$ cat src/rtl/dm_access_pkg.sv
// Shared types and constants for the data-memory access controller.
package dm_access_pkg;

  // FSM state encoding
  typedef logic [1:0] state_t;
  localparam state_t IDLE   = 2'd0;
  localparam state_t SETUP  = 2'd1;
  localparam state_t ACCESS = 2'd2;
  localparam state_t DONE   = 2'd3;

  // Requester identifiers
  localparam logic PORT_CPU = 1'b0;
  localparam logic PORT_DBG = 1'b1;

  // Default geometry and timing
  localparam int unsigned DATA_W_DEF  = 8;
  localparam int unsigned ADDR_W_DEF  = 8;
  localparam int unsigned RD_WAIT_DEF = 2;
  localparam int unsigned WR_HOLD_DEF = 4;

  // Down-counter width: large enough to hold the longer of the two access times
  function automatic int unsigned cnt_width(input int unsigned rd_wait,
                                            input int unsigned wr_hold);
    return $clog2((rd_wait > wr_hold) ? rd_wait : wr_hold) + 1;
  endfunction

  localparam int unsigned CNT_W_DEF = cnt_width(RD_WAIT_DEF, WR_HOLD_DEF);

endpackage

$ cat src/rtl/dm_access_pick.sv
// Two-way requester arbiter. Fixed priority (port 0 first) by default;
// round-robin on ties when DM_ACCESS_RR_EN is defined.
module dm_access_pick
  import dm_access_pkg::*;
(
  input  logic       clk,
  input  logic       reset,
  input  logic [1:0] req,
  input  logic       grant_en,
  output logic       win_id_c,
  output logic       win_valid_c,
  output logic       gnt_id,
  output logic       gnt_valid
);

`ifdef DM_ACCESS_RR_EN
  logic prefer;

  // Winner selection: on a tie the port not granted last wins
  always_comb begin
    win_valid_c = grant_en && (req != 2'b00);
    win_id_c    = PORT_CPU;
    if (req == 2'b11)
      win_id_c = prefer;
    else if (req[1])
      win_id_c = PORT_DBG;
  end

  // Round-robin pointer moves only when a grant is issued
  always_ff @(posedge clk or posedge reset) begin
    if (reset)
      prefer <= PORT_CPU;
    else if (win_valid_c)
      prefer <= ~win_id_c;
  end
`else
  // Winner selection: port 0 always beats port 1
  always_comb begin
    win_valid_c = grant_en && (req != 2'b00);
    win_id_c    = PORT_CPU;
    if (!req[0] && req[1])
      win_id_c = PORT_DBG;
  end
`endif

  // Registered grant: gnt_id holds the owner of the current access
  always_ff @(posedge clk or posedge reset) begin
    if (reset) begin
      gnt_id    <= PORT_CPU;
      gnt_valid <= 1'b0;
    end else begin
      gnt_valid <= win_valid_c;
      if (win_valid_c)
        gnt_id <= win_id_c;
    end
  end

endmodule

$ cat src/rtl/dm_access_ctrl.sv
// Data-memory access controller: shares one 8-bit memory between the CPU
// (port 0) and debug/DMA (port 1), sequencing setup, strobe and ack.
// Optional feature macro: DM_ACCESS_RR_EN (round-robin tie breaking).
module dm_access_ctrl
  import dm_access_pkg::*;
#(
  parameter int unsigned DATA_W  = DATA_W_DEF,
  parameter int unsigned ADDR_W  = ADDR_W_DEF,
  parameter int unsigned RD_WAIT = RD_WAIT_DEF,
  parameter int unsigned WR_HOLD = WR_HOLD_DEF
) (
  input  logic              clk,
  input  logic              reset,
  input  logic              p0_req,
  input  logic              p0_we,
  input  logic [ADDR_W-1:0] p0_addr,
  input  logic [DATA_W-1:0] p0_wdata,
  output logic              p0_ack,
  output logic [DATA_W-1:0] p0_rdata,
  input  logic              p1_req,
  input  logic              p1_we,
  input  logic [ADDR_W-1:0] p1_addr,
  input  logic [DATA_W-1:0] p1_wdata,
  output logic              p1_ack,
  output logic [DATA_W-1:0] p1_rdata,
  output logic              mem_read,
  output logic              mem_write,
  output logic [ADDR_W-1:0] mem_abus,
  output logic [DATA_W-1:0] mem_din,
  input  logic [DATA_W-1:0] mem_databus,
  output logic              busy
);

  localparam int unsigned CNT_W = cnt_width(RD_WAIT, WR_HOLD);

  state_t             state, state_d;
  logic [CNT_W-1:0]   cnt, cnt_d;
  logic               we_q, we_d;
  logic [ADDR_W-1:0]  abus_d;
  logic [DATA_W-1:0]  din_d;
  logic [DATA_W-1:0]  rdata0_d, rdata1_d;
  logic               rd_d, wr_d, busy_d, ack0_d, ack1_d;
  logic               win_id_c, win_valid_c, gnt_id, gnt_valid;

  dm_access_pick u_pick (
    .clk         (clk),
    .reset       (reset),
    .req         ({p1_req, p0_req}),
    .grant_en    (state == IDLE),
    .win_id_c    (win_id_c),
    .win_valid_c (win_valid_c),
    .gnt_id      (gnt_id),
    .gnt_valid   (gnt_valid)
  );

  // Next-state, latched request fields and next values of registered outputs
  always_comb begin
    state_d  = state;
    cnt_d    = cnt;
    we_d     = we_q;
    abus_d   = mem_abus;
    din_d    = mem_din;
    rdata0_d = p0_rdata;
    rdata1_d = p1_rdata;

    case (state)
      IDLE: begin
        if (win_valid_c) begin
          state_d = SETUP;
          if (win_id_c == PORT_DBG) begin
            we_d   = p1_we;
            abus_d = p1_addr;
            din_d  = p1_wdata;
          end else begin
            we_d   = p0_we;
            abus_d = p0_addr;
            din_d  = p0_wdata;
          end
        end
      end
      SETUP: begin
        if (gnt_valid) begin
          state_d = ACCESS;
          cnt_d   = we_q ? CNT_W'(WR_HOLD) : CNT_W'(RD_WAIT);
        end else begin
          state_d = IDLE;
        end
      end
      ACCESS: begin
        if (cnt == CNT_W'(1)) begin
          state_d = DONE;
          if (!we_q) begin
            if (gnt_id == PORT_DBG)
              rdata1_d = mem_databus;
            else
              rdata0_d = mem_databus;
          end
        end else begin
          cnt_d = cnt - CNT_W'(1);
        end
      end
      DONE:    state_d = IDLE;
      default: state_d = IDLE;
    endcase

    rd_d   = (state_d == ACCESS) && !we_d;
    wr_d   = (state_d == ACCESS) && we_d;
    busy_d = (state_d != IDLE);
    ack0_d = (state_d == DONE) && (gnt_id == PORT_CPU);
    ack1_d = (state_d == DONE) && (gnt_id == PORT_DBG);
  end

  // State, counter, latches and all outputs; reset drops strobes immediately
  always_ff @(posedge clk or posedge reset) begin
    if (reset) begin
      state     <= IDLE;
      cnt       <= '0;
      we_q      <= 1'b0;
      mem_abus  <= '0;
      mem_din   <= '0;
      mem_read  <= 1'b0;
      mem_write <= 1'b0;
      busy      <= 1'b0;
      p0_ack    <= 1'b0;
      p1_ack    <= 1'b0;
      p0_rdata  <= '0;
      p1_rdata  <= '0;
    end else begin
      state     <= state_d;
      cnt       <= cnt_d;
      we_q      <= we_d;
      mem_abus  <= abus_d;
      mem_din   <= din_d;
      mem_read  <= rd_d;
      mem_write <= wr_d;
      busy      <= busy_d;
      p0_ack    <= ack0_d;
      p1_ack    <= ack1_d;
      p0_rdata  <= rdata0_d;
      p1_rdata  <= rdata1_d;
    end
  end

endmodule

$ cat config.mk
export PLATFORM = sky130hd
export DESIGN_NAME = dm_access_ctrl
export DESIGN_NICKNAME = d
export VERILOG_FILES = /design/src/rtl/dm_access_pkg.sv /design/src/rtl/dm_access_pick.sv /design/src/rtl/dm_access_ctrl.sv
export SDC_FILE = /design/constraint.sdc
export NUM_CORES = 1
export LEC_CHECK = 0
export CORE_UTILIZATION = 32
export CTS_CLUSTER_SIZE = 28
export DETAILED_ROUTE_END_ITERATION = 12
export GPL_TIMING_DRIVEN = 0
export PLACE_DENSITY = 0.75
export SLEW_MARGIN = 20
export SYNTH_ARGS = -nofsm -noshare
export SYNTH_HDL_FRONTEND = slang
export SYNTH_HIERARCHICAL = 1
export SYNTH_SLANG_ARGS = --single-unit
export TNS_END_PERCENT = 10
$ cat constraint.sdc
create_clock -name clk -period 1.61 [get_ports clk]
set_input_delay 0.2415 -clock clk [delete_from_list [all_inputs] [get_ports clk]]
set_output_delay 0.2415 -clock clk [all_outputs]
set_load 0.02 [all_outputs]
==> out/qor.csv <==
metric,value,unit
vias in the first global route,1533,
"commonest non-fill, non-tap cell in the layout",clkdlybuf4s50_1,
period utilisation layout,107.2,%
Syn. warnings,6,
Tmin final,1.726,ns
Layout Utilization,55.29,%
failing checks,setup timing,
HP Class,in2async,
total power,5.897,mW
Clock Path Buffers,2,
clock sink count,45,
"Seq/Total Area, Yosys",58.18,%
Final Hold Fails,0,
clk_lat worst skew,0.29,ns
Leak,1.354,nW
Via Count,1544,
most frequent cells in the layout,"clkdlybuf4s50_1, dfrtp_1, a21oi_1",
Synth Register Bits,45,
router iterations before antenna repair,4,
pin count of the biggest net entering global routing,26,
Setup CP Type,reg2reg,
Achievable Freq,0.5793,GHz
ANT nets after route,0,
Critical Path Fanout Max,6,
Diodes inserted,0,
total core area,0.005675,mm2
Row Count,27,
"Req. time, crit path",1.80,ns
synthesized net count,202,
GRT overflow,0,
pwr dens,1879,mW/mm2
arrival time worst endpoint,1.91,ns
CTS tree,done,
status,finished with violations,
startpoint types,register,
post-synthesis cell area,0.001936,mm2
WP buf/inv,1,
DRC viols,0,
final wirelength,4695,um
clock skew,0.008451,ns
Hold Slack,0.1459,ns
CP peak stage delay,0.46,ns
synthesis-to-layout area growth,62.12,%
slowest CP cell,dfrtp_2,
worst vdd ir,0.9328,mV
CP Capture Type,register,
post-synth cell types,24,
initial antenna violation count,0,
"CP delay by family, top",simple AND/OR/NAND/NOR gates,
headroom to the max-slew limit,71.96,%
DR vias/cell,4.707,
Slew Limit Fails,0,
clock slew at reported path FFs,0.08,ns
CTS HTree Levels,2,
Die Width,79.78,um
max-capacitance violation count,0,
worst path cell trace,nor2_4 -> o21a_1 -> nor3b_4 -> buf_6 -> mux2_4 -> and2_4,
die area,0.006364,mm2
final setup vio count,12,
Nets,303,
clk root buf,clkbuf_8,
CTS hold repair buffers,0,
Num CTS Buffers,5,
first-pass GRT wire length,7093,um
all-layer global routing usage,14.53,%
Cells after Synth,154,
Placer Congestion,0.7287,
initial core utilization,34.10,%
Die Ht,79.78,um
average wire per standard cell,14.31,um
RSZ-0062 raised after global routing,yes,
setup_tns,-0.5901,ns
DP Worst Slack,-0.4757,ns
PnR worst setup slack,-0.1161,ns
Worst-Margin Slew,0.4200,ns
IO Pins,83,
Syn Area/Cell,12.57,um2
layout cell share with drive strength beyond 1,21.09,%
I/O Buffers,82,
HPWL Detailed,3361,um
Initial DRC Count,55,
-- flip-flops by register name (all words and copies together) (netlist names) --
signal and flops:
mem_read 1, p0_ack 1, p0_rdata 8, u_pick/gnt_id 1, mem_din 8, mem_write 1, p1_ack 1, u_pick/gnt_valid 1
busy 1, mem_abus 8, state 2, p1_rdata 8, we_q 1, cnt 3
-- worst paths after layout --
check	start	to	slack (ns)	cells past startpoint
max	state[1]	mem_write	-0.12	6
min	reset	u_pick/gnt_valid	0.15	2
max reg2reg	state[1]	mem_write	-0.12	6
min reg2reg	p1_rdata[3]	p1_rdata[3]	0.51	1
max in group asynchronous	reset	state[0]	0.84	3
min in group clk	p1_rdata[3]	p1_rdata[3]	0.51	1
-- per-stage QoR --
| step | instance area, um2 | std cells |
|---|---|---|
| 6_report | 3138 | 328 |
| 3_5_place_dp | 2882 | 309 |
| 4_1_cts | 3038 | 319 |
| 3_3_place_gp | 2861 | 308 |
| 2_1_floorplan | 1951 | 154 |
| 5_1_grt | 3138 | 328 |
-- repair_timing --
| item | in CTS | in global routing |
|---|---|---|
| endpoints found under the hold margin | 0 | 0 |
| resized for setup | 10 | 16 |
| cloned | 0 | 1 |
| setup endpoints to repair | 35 | 33 |
| setup buffers | 2 | 8 |
| pin swaps | 0 | 2 |
-- power by group --
part,switching (mW),internal [mW]
clock,0.362,0.506
combinational,1.40,1.62
sequential,0.331,1.68
-- cells by family (layout without fill, tap and decap cells) --
logic type               count (synthesis)  in the layout  share of synthesized area (%)
AND/OR/NAND/NOR                         39             39                          10.73
AO/OA/AOI/OAI                           22             22                          5.947
multiplexers                            36             36                          21.40
buffers and inverters                   10            112                          2.456
adder cells (fa/ha/maj)                  2              2                          1.293
flip-flops                              45             45                          58.18
-- cells in the mapped netlist --
library cell / instances / area share (%)
o21ai_0: 2 / 0.52
nand2b_1: 1 / 0.32
nor2b_1: 3 / 0.97
nand4bb_1: 1 / 0.58
o211ai_1: 1 / 0.39
a21oi_1: 18 / 4.7
ha_1: 2 / 1.3
nor2_1: 18 / 3.5
mux2_4: 8 / 6.2
and2_1: 2 / 0.65
dfrtp_1: 45 / 58
mux2_2: 11 / 6.4
nor3b_2: 1 / 0.65
and4bb_2: 1 / 0.65
or3_1: 3 / 0.97
o21a_1: 1 / 0.39
buf_2: 2 / 0.52
buf_6: 1 / 0.58
nand3b_1: 3 / 1.2
mux2i_1: 17 / 8.8
nand2_1: 4 / 0.78
nand3_1: 2 / 0.52
inv_1: 4 / 0.78
clkbuf_1: 3 / 0.58
-- metal layers --
layer	vias to the layer above	track usage, %	part of all wire (%)
li1	734	-	-
met1	736	17.95	42
met2	64	25.38	51
met3	10	3.086	6.5
met4	0	4.286	1.2
met5	-	0	0
-- area by class of cell --
type	count	area [um2]
timing repair buffer	94	934.6
clock buffer	7	86.33
clock inverter	1	30.03
sequential	45	1129
inverter	4	15.01
multi-input combinational	99	797.0
buffer	6	56.30
tap	72	90.09
fill	501	2537
Note: power is estimated with default switching activity, not from simulation.
